==> src/rtl/usb_pkg.sv <==
// ---------------------------------------------------------------------------
// usb_pkg
// Shared constants for the USB transmit scheduler:
//   - decoded RX PID codes as delivered by the RX packet decoder
//   - request codes driven to the TX FSM on tx_packet
//   - scheduler state encoding and a helper mapping a state to its TX request
// ---------------------------------------------------------------------------
package usb_pkg;

   // Decoded RX PID codes (rx_packet)
   localparam logic [2:0] PID_NONE = 3'd0;
   localparam logic [2:0] PID_OUT  = 3'd1;
   localparam logic [2:0] PID_IN   = 3'd2;
   localparam logic [2:0] PID_DATA = 3'd3;
   localparam logic [2:0] PID_ACK  = 3'd4;
   localparam logic [2:0] PID_NAK  = 3'd5;
   localparam logic [2:0] PID_BAD  = 3'd6;

   // Requests to the TX FSM (tx_packet)
   localparam logic [1:0] TX_IDLE = 2'd0;
   localparam logic [1:0] TX_DATA = 2'd1;
   localparam logic [1:0] TX_ACK  = 2'd2;
   localparam logic [1:0] TX_NAK  = 2'd3;

   // Scheduler states; explicit encodings keep the state register stable
   // across tool versions and easy to read in waveforms.
   typedef enum logic [2:0] {
      ST_IDLE       = 3'd0,
      ST_WAIT_ODATA = 3'd1,
      ST_SEND_ACK   = 3'd2,
      ST_SEND_NAK   = 3'd3,
      ST_SEND_DATA  = 3'd4,
      ST_WAIT_HS    = 3'd5
   } sched_state_t;

   // TX request associated with a state; non-transmitting states request idle.
   function automatic logic [1:0] tx_code_for_state(input sched_state_t st);
      logic [1:0] code;
      case (st)
         ST_SEND_ACK:  code = TX_ACK;
         ST_SEND_NAK:  code = TX_NAK;
         ST_SEND_DATA: code = TX_DATA;
         default:      code = TX_IDLE;
      endcase
      return code;
   endfunction

endpackage

==> src/rtl/turnaround_timer.sv <==
// ---------------------------------------------------------------------------
// turnaround_timer
// Bus-turnaround counter used while the scheduler waits for the host.
// Ports:
//   clk, n_rst   : clock, asynchronous active-low reset
//   clear        : synchronous clear (takes priority over enable)
//   enable       : count one per cycle; holds at all-ones instead of wrapping
//   rollover     : high while the count equals HS_TIMEOUT-1
// ---------------------------------------------------------------------------
module turnaround_timer #(
   parameter int HS_TIMEOUT = 1024,
   parameter int TMR_W      = 11
) (
   input  logic clk,
   input  logic n_rst,
   input  logic clear,
   input  logic enable,
   output logic rollover
);

   logic [TMR_W-1:0] count_q;
   logic [TMR_W-1:0] count_d;

   // Next count: clear wins, then increment unless already saturated.
   always_comb begin
      count_d = count_q;
      if (clear) begin
         count_d = '0;
      end else if (enable && (count_q != {TMR_W{1'b1}})) begin
         count_d = count_q + TMR_W'(1);
      end else begin
         count_d = count_q;
      end
   end

   // Count register.
   always_ff @(posedge clk or negedge n_rst) begin
      if (!n_rst) begin
         count_q <= '0;
      end else begin
         count_q <= count_d;
      end
   end

   assign rollover = (count_q == TMR_W'(HS_TIMEOUT - 1));

endmodule

==> src/rtl/usb_tx_scheduler.sv <==
// ---------------------------------------------------------------------------
// usb_tx_scheduler
// Decides which packet the USB TX FSM sends and when: answers IN tokens with
// DATA or NAK, answers host OUT data with ACK or NAK, and times the host
// handshake after device DATA, reporting completion or error.
// Ports:
//   clk, n_rst           : clock, asynchronous active-low reset
//   rx_packet/_valid     : decoded RX PID with one-cycle strobe
//   rx_error             : RX packet just ended with an error (level)
//   tx_data_pending      : AHB side has a payload staged
//   tx_size              : staged payload size (bytes)
//   buffer_occupancy     : bytes currently buffered
//   tx_done              : TX FSM finished the current packet (pulse)
//   tx_packet            : request to the TX FSM (idle/DATA/ACK/NAK)
//   tx_packet_data_size  : payload size latched when DATA is scheduled
//   tx_transfer_active   : device DATA transfer in progress
//   tx_complete          : pulse, host ACKed device DATA
//   tx_error             : pulse, handshake failed or timed out
//   rx_ack_sent          : pulse, ACK for host OUT data went out
// All outputs are registered.
// ---------------------------------------------------------------------------
module usb_tx_scheduler #(
   parameter int HS_TIMEOUT = 1024,
   parameter int TMR_W      = 11
) (
   input  logic       clk,
   input  logic       n_rst,
   input  logic [2:0] rx_packet,
   input  logic       rx_packet_valid,
   input  logic       rx_error,
   input  logic       tx_data_pending,
   input  logic [6:0] tx_size,
   input  logic [6:0] buffer_occupancy,
   input  logic       tx_done,
   output logic [1:0] tx_packet,
   output logic [6:0] tx_packet_data_size,
   output logic       tx_transfer_active,
   output logic       tx_complete,
   output logic       tx_error,
   output logic       rx_ack_sent
);

   import usb_pkg::*;

   sched_state_t state_q, state_d;
   logic [1:0]   tx_packet_q, tx_packet_d;
   logic [6:0]   data_size_q, data_size_d;
   logic         active_q, active_d;
   logic         complete_q, complete_d;
   logic         error_q, error_d;
   logic         ack_sent_q, ack_sent_d;

   logic         tmr_clear;
   logic         tmr_enable;
   logic         tmr_rollover;

   // Next-state and pulse logic. A valid packet is checked before the
   // timeout so that a packet arriving on the timeout cycle wins.
   always_comb begin
      state_d     = state_q;
      data_size_d = data_size_q;
      complete_d  = 1'b0;
      error_d     = 1'b0;
      ack_sent_d  = 1'b0;
      case (state_q)
         ST_IDLE: begin
            if (rx_packet_valid && !rx_error) begin
               if (rx_packet == PID_IN) begin
                  if (tx_data_pending && (buffer_occupancy >= tx_size)) begin
                     state_d     = ST_SEND_DATA;
                     data_size_d = tx_size;
                  end else begin
                     state_d = ST_SEND_NAK;
                  end
               end else if (rx_packet == PID_OUT) begin
                  state_d = ST_WAIT_ODATA;
               end else begin
                  state_d = ST_IDLE;
               end
            end else begin
               state_d = ST_IDLE;
            end
         end
         ST_WAIT_ODATA: begin
            if (rx_packet_valid) begin
               if (rx_packet == PID_DATA) begin
                  state_d = rx_error ? ST_SEND_NAK : ST_SEND_ACK;
               end else begin
                  state_d = ST_IDLE;
               end
            end else if (tmr_rollover) begin
               state_d = ST_IDLE;
            end else begin
               state_d = ST_WAIT_ODATA;
            end
         end
         ST_SEND_ACK: begin
            if (tx_done) begin
               state_d    = ST_IDLE;
               ack_sent_d = 1'b1;
            end else begin
               state_d = ST_SEND_ACK;
            end
         end
         ST_SEND_NAK: begin
            if (tx_done) begin
               state_d = ST_IDLE;
            end else begin
               state_d = ST_SEND_NAK;
            end
         end
         ST_SEND_DATA: begin
            if (tx_done) begin
               state_d = ST_WAIT_HS;
            end else begin
               state_d = ST_SEND_DATA;
            end
         end
         ST_WAIT_HS: begin
            if (rx_packet_valid) begin
               state_d = ST_IDLE;
               if ((rx_packet == PID_ACK) && !rx_error) begin
                  complete_d = 1'b1;
               end else begin
                  error_d = 1'b1;
               end
            end else if (tmr_rollover) begin
               state_d = ST_IDLE;
               error_d = 1'b1;
            end else begin
               state_d = ST_WAIT_HS;
            end
         end
         default: begin
            state_d = ST_IDLE;
         end
      endcase
   end

   // Output request and transfer flag. The request follows the current
   // state, so it appears the cycle after entering a SEND state and drops
   // the cycle after tx_done, preventing a retrigger of the TX FSM.
   always_comb begin
      if (tx_done) begin
         tx_packet_d = TX_IDLE;
      end else begin
         tx_packet_d = tx_code_for_state(state_q);
      end
      active_d = (state_d == ST_SEND_DATA) || (state_d == ST_WAIT_HS);
   end

   // Timer control: cleared on any state change, counts only while waiting.
   always_comb begin
      tmr_clear  = (state_d != state_q);
      tmr_enable = (state_q == ST_WAIT_ODATA) || (state_q == ST_WAIT_HS);
   end

   // State and registered outputs.
   always_ff @(posedge clk or negedge n_rst) begin
      if (!n_rst) begin
         state_q     <= ST_IDLE;
         tx_packet_q <= TX_IDLE;
         data_size_q <= 7'd0;
         active_q    <= 1'b0;
         complete_q  <= 1'b0;
         error_q     <= 1'b0;
         ack_sent_q  <= 1'b0;
      end else begin
         state_q     <= state_d;
         tx_packet_q <= tx_packet_d;
         data_size_q <= data_size_d;
         active_q    <= active_d;
         complete_q  <= complete_d;
         error_q     <= error_d;
         ack_sent_q  <= ack_sent_d;
      end
   end

   turnaround_timer #(
      .HS_TIMEOUT (HS_TIMEOUT),
      .TMR_W      (TMR_W)
   ) u_timer (
      .clk      (clk),
      .n_rst    (n_rst),
      .clear    (tmr_clear),
      .enable   (tmr_enable),
      .rollover (tmr_rollover)
   );

   assign tx_packet           = tx_packet_q;
   assign tx_packet_data_size = data_size_q;
   assign tx_transfer_active  = active_q;
   assign tx_complete         = complete_q;
   assign tx_error            = error_q;
   assign rx_ack_sent         = ack_sent_q;

endmodule

==> config.mk <==
export PLATFORM = sky130hd
export DESIGN_NAME = usb_tx_scheduler
export DESIGN_NICKNAME = d
export VERILOG_FILES = /design/src/rtl/usb_pkg.sv /design/src/rtl/turnaround_timer.sv /design/src/rtl/usb_tx_scheduler.sv
export SDC_FILE = /design/constraint.sdc
export NUM_CORES = 1
export LEC_CHECK = 0
export BUFFER_PORTS_ARGS = -buffer_cell sky130_fd_sc_hd__buf_2
export CORE_ASPECT_RATIO = 0.6
export CORE_MARGIN = 5
export CORE_UTILIZATION = 53
export CTS_BUF_LIST = sky130_fd_sc_hd__clkbuf_16
export DETAILED_ROUTE_END_ITERATION = 16
export PLACE_DENSITY = 0.81
export SLEW_MARGIN = 10
export SYNTH_ARGS = -nofsm -noshare
export SYNTH_HDL_FRONTEND = slang
export SYNTH_HIERARCHICAL = 1
export SYNTH_SLANG_ARGS = --single-unit
==> constraint.sdc <==
create_clock -name clk -period 2.6 [get_ports clk]
set_input_delay 0.52 -clock clk [delete_from_list [all_inputs] [get_ports clk]]
set_output_delay 0.52 -clock clk [all_outputs]
set_load 0.01 [all_outputs]
==> flow_summary.json <==
{
  "r2r_setup_slack_ps": 160,
  "rsz0062_at_grt": "false",
  "r2r_cells": 11,
  "die-width_um": 80.7,
  "power.density_nw_per_um2": 573,
  "setup_viol": 0,
  "final_area_um2": 1900,
  "synthTopCellsByArea": "dfrtp_1 43%, ha_1 6.3%, mux2_2 5.7%",
  "drv_cap": 0,
  "worstSetupStartpointType": "flop",
  "cts_buffers": 3,
  "stdcell_count": 230,
  "routed_wl_um": 3460,
  "r2r-end": "u_timer/count_q[6]$_DFFE_PN0P_",
  "totalPowerFinal_mw": 1.09,
  "clock-root-buffer": "clkbuf_16",
  "p_leak_nw": 0.937,
  "die_h_um": 52.4,
  "synth_most_common_cell": "dfrtp_1",
  "synth_edf_count": 0,
  "max_slew_margin_pct": 48.9,
  "fin_nets": 220,
  "yosys_warnings": 6,
  "synth_top_cell_by_area": "dfrtp_1",
  "grt.overflow.total": 0,
  "arrival_ps": 2580,
  "htree_levels": 1,
  "finClkSkew_ps": 1.74,
  "crit_fanout": 11,
  "fin_tns_setup_ps": 0,
  "dieArea_um2": 4230,
  "n_fill_cell": 235,
  "synthArstFlopShare_pct": 100,
  "synthToLayoutAreaGrowth_pct": 19.5,
  "cts.sinks": 27,
  "dpl_cell_area_um2": 1800,
  "max_stage_delay_ps": 410,
  "drt-initial-drc-count": 148,
  "netlist_top_cells_count": "27 x dfrtp_1, 13 x nand2_1, 10 x a21oi_1, 10 x nor2_1, 9 x inv_1",
  "fin_hold_ws_ps": 261,
  "critical-path-slowest-cell": "dfrtp_1",
  "clock_latency_ps": 260,
  "cp.required_ps": 2740,
  "path_cells": "ha_1, and2_1, nand2_2, nor3_4, nor2_1, a32oi_1, and3_4, mux2_2, o211ai_1, buf_4, nor2_1",
  "rows": 15,
  "viasPerCell": 5.64,
  "crit_top_cell": "nor2_1",
  "io_buffers": 35,
  "pre_cts_slack_ps": 98.7,
  "criticalPathCategory": "reg2reg",
  "cts_setup_buffers": 0,
  "seq_area_um2": 676,
  "grt_max_degree": 28,
  "drc_errors": 0,
  "reg2reg_from": "u_timer/count_q[0]$_DFFE_PN0P_",
  "routabilityCongestion": 0.886,
  "netlist.area_leader.share_pct": 42.6,
  "grt_pass1_wl_um": 5600,
  "ys_seq_area_share_pct": 42.6,
  "synth_cells": 152,
  "num_vias": 1297,
  "hpwl_um": 2640,
  "grt.total_usage_pct": 17.6,
  "start_util_pct": 55.3,
  "antenna_found_initial": 0,
  "io_pins": 36,
  "fin_crit_ps": 2440,
  "crit_start": "u_timer/count_q[0]$_DFFE_PN0P_",
  "drtPass1Iterations": 4,
  "num_antenna_cells": 0,
  "max_freq_ghz": 0.410,
  "syn-cell-area_um2": 1590,
  "syn_nets": 183,
  "core_um2": 2870,
  "syn_avg_cell_area_um2": 10.4,
  "cts_tree": "built",
  "slew_viol_final": 0,
  "endpoint_kind": "flop",
  "antenna_left": 0,
  "vdd_ir_drop_max_uv": 396,
  "utilization_pct": 66.1,
  "period_share_pct": 93.7,
  "fin_ws_ps": 163,
  "worstMarginPinSlew_ps": 764,
  "yosysUniqueCellTypes": 45,
  "grt_pass1_vias": 1187,
  "cts.reportedPaths.clkPinSlew_ps": 60,
  "wl_per_cell_um": 15.0,
  "multi_input_area_um2": 866,
  "drive_gt1_share_pct": 35.6,
  "ys.flop_type": "dfrtp_1",
  "hold_path_class": "in2async",
  "ys_ff_latch": 27,
  "report.final.hold_viol_count": 0,
  "clock_path_buffers": 2,
  "place_inst": 226,
  "status": "completed"
}
where the power goes:
part | switching [mW] | internal (mW)
clock network | 0.136 | 0.207
logic | 0.135 | 0.111
registers | 0.0398 | 0.457
total | 0.311 | 0.775
worst max path at each step:
stage	slack, ps	to	depth (start not counted)
after global routing	20	u_timer/count_q[8]$_DFFE_PN0P_	11
after floorplan	170	u_timer/count_q[0]$_DFFE_PN0P_	9
final	160	u_timer/count_q[6]$_DFFE_PN0P_	11
after CTS	50	u_timer/count_q[8]$_DFFE_PN0P_	11
after global placement	180	u_timer/count_q[8]$_DFFE_PN0P_	9
after detailed placement	100	u_timer/count_q[6]$_DFFE_PN0P_	11
area by class of cell:
type                            count  area share [%]
Tap cell                           42            2.77
Timing Repair Buffer               37            10.0
Inverter                            9            1.78
Clock inverter                      1           0.264
Clock buffer                        3            3.96
Sequential cell                    27            35.6
Multi-Input combinational cell    111            45.6
layer usage:
layer / GRT usage [%] / up-vias / wire, um
li1: - / 631 / -
met1: 23.6 / 622 / 1580
met2: 29.0 / 40 / 1700
met3: 4.12 / 4 / 154
met4: 3.93 / 0 / 18
met5: 0 / - / 0
kinds of logic after synthesis:
group                      count (synthesis)  share of synthesized area (%)
buffers and inverters                     14                           3.94
xor gates and xnor gates                   2                           1.10
adders and majority gates                  8                           6.30
AOI/OAI and AO/OA                         32                           17.0
DFF                                       27                           42.6
and+or+nand+nor                           60                           22.8
muxes                                      9                           6.30
critical path, delay by kind of cell (launching register included):
| kind | cells | cell delay, ps |
|---|---|---|
| buffers and inverters | 1 | 210 |
| AND/OR/NAND/NOR | 6 | 910 |
| AO/OA/AOI/OAI | 2 | 250 |
| adder cells (fa/ha/maj) | 1 | 220 |
| multiplexers | 1 | 330 |
| flip-flops | 1 | 410 |
state kept, by name, summed over array words and instances, names as in the netlist:
register	count
tx_complete	1
tx_packet	2
tx_transfer_active	1
u_timer/count_q	11
tx_error	1
state_q	3
rx_ack_sent	1
tx_packet_data_size	7
what timing repair did:
item	CTS	global route
endpoints found under the setup margin	0	11
gates resized for setup	0	3
hold buffers	0	0
placed cells by master (no fill, tap or decap), types with 3 or more instances in the layout:
master     Yosys  final
buf_2          1     35
dfrtp_1       27     27
nand2_1       13     13
nor2_1        10     10
a21oi_1       10     10
inv_1          9      9
mux2_2         8      8
ha_1           8      8
nand3_1        5      5
and3_1         6      5
o21ai_1        5      5
or3_1          4      4
o21ai_0        3      3
nor3_1         4      3
clkbuf_16      0      3
(Power assumes the default switching activity.)
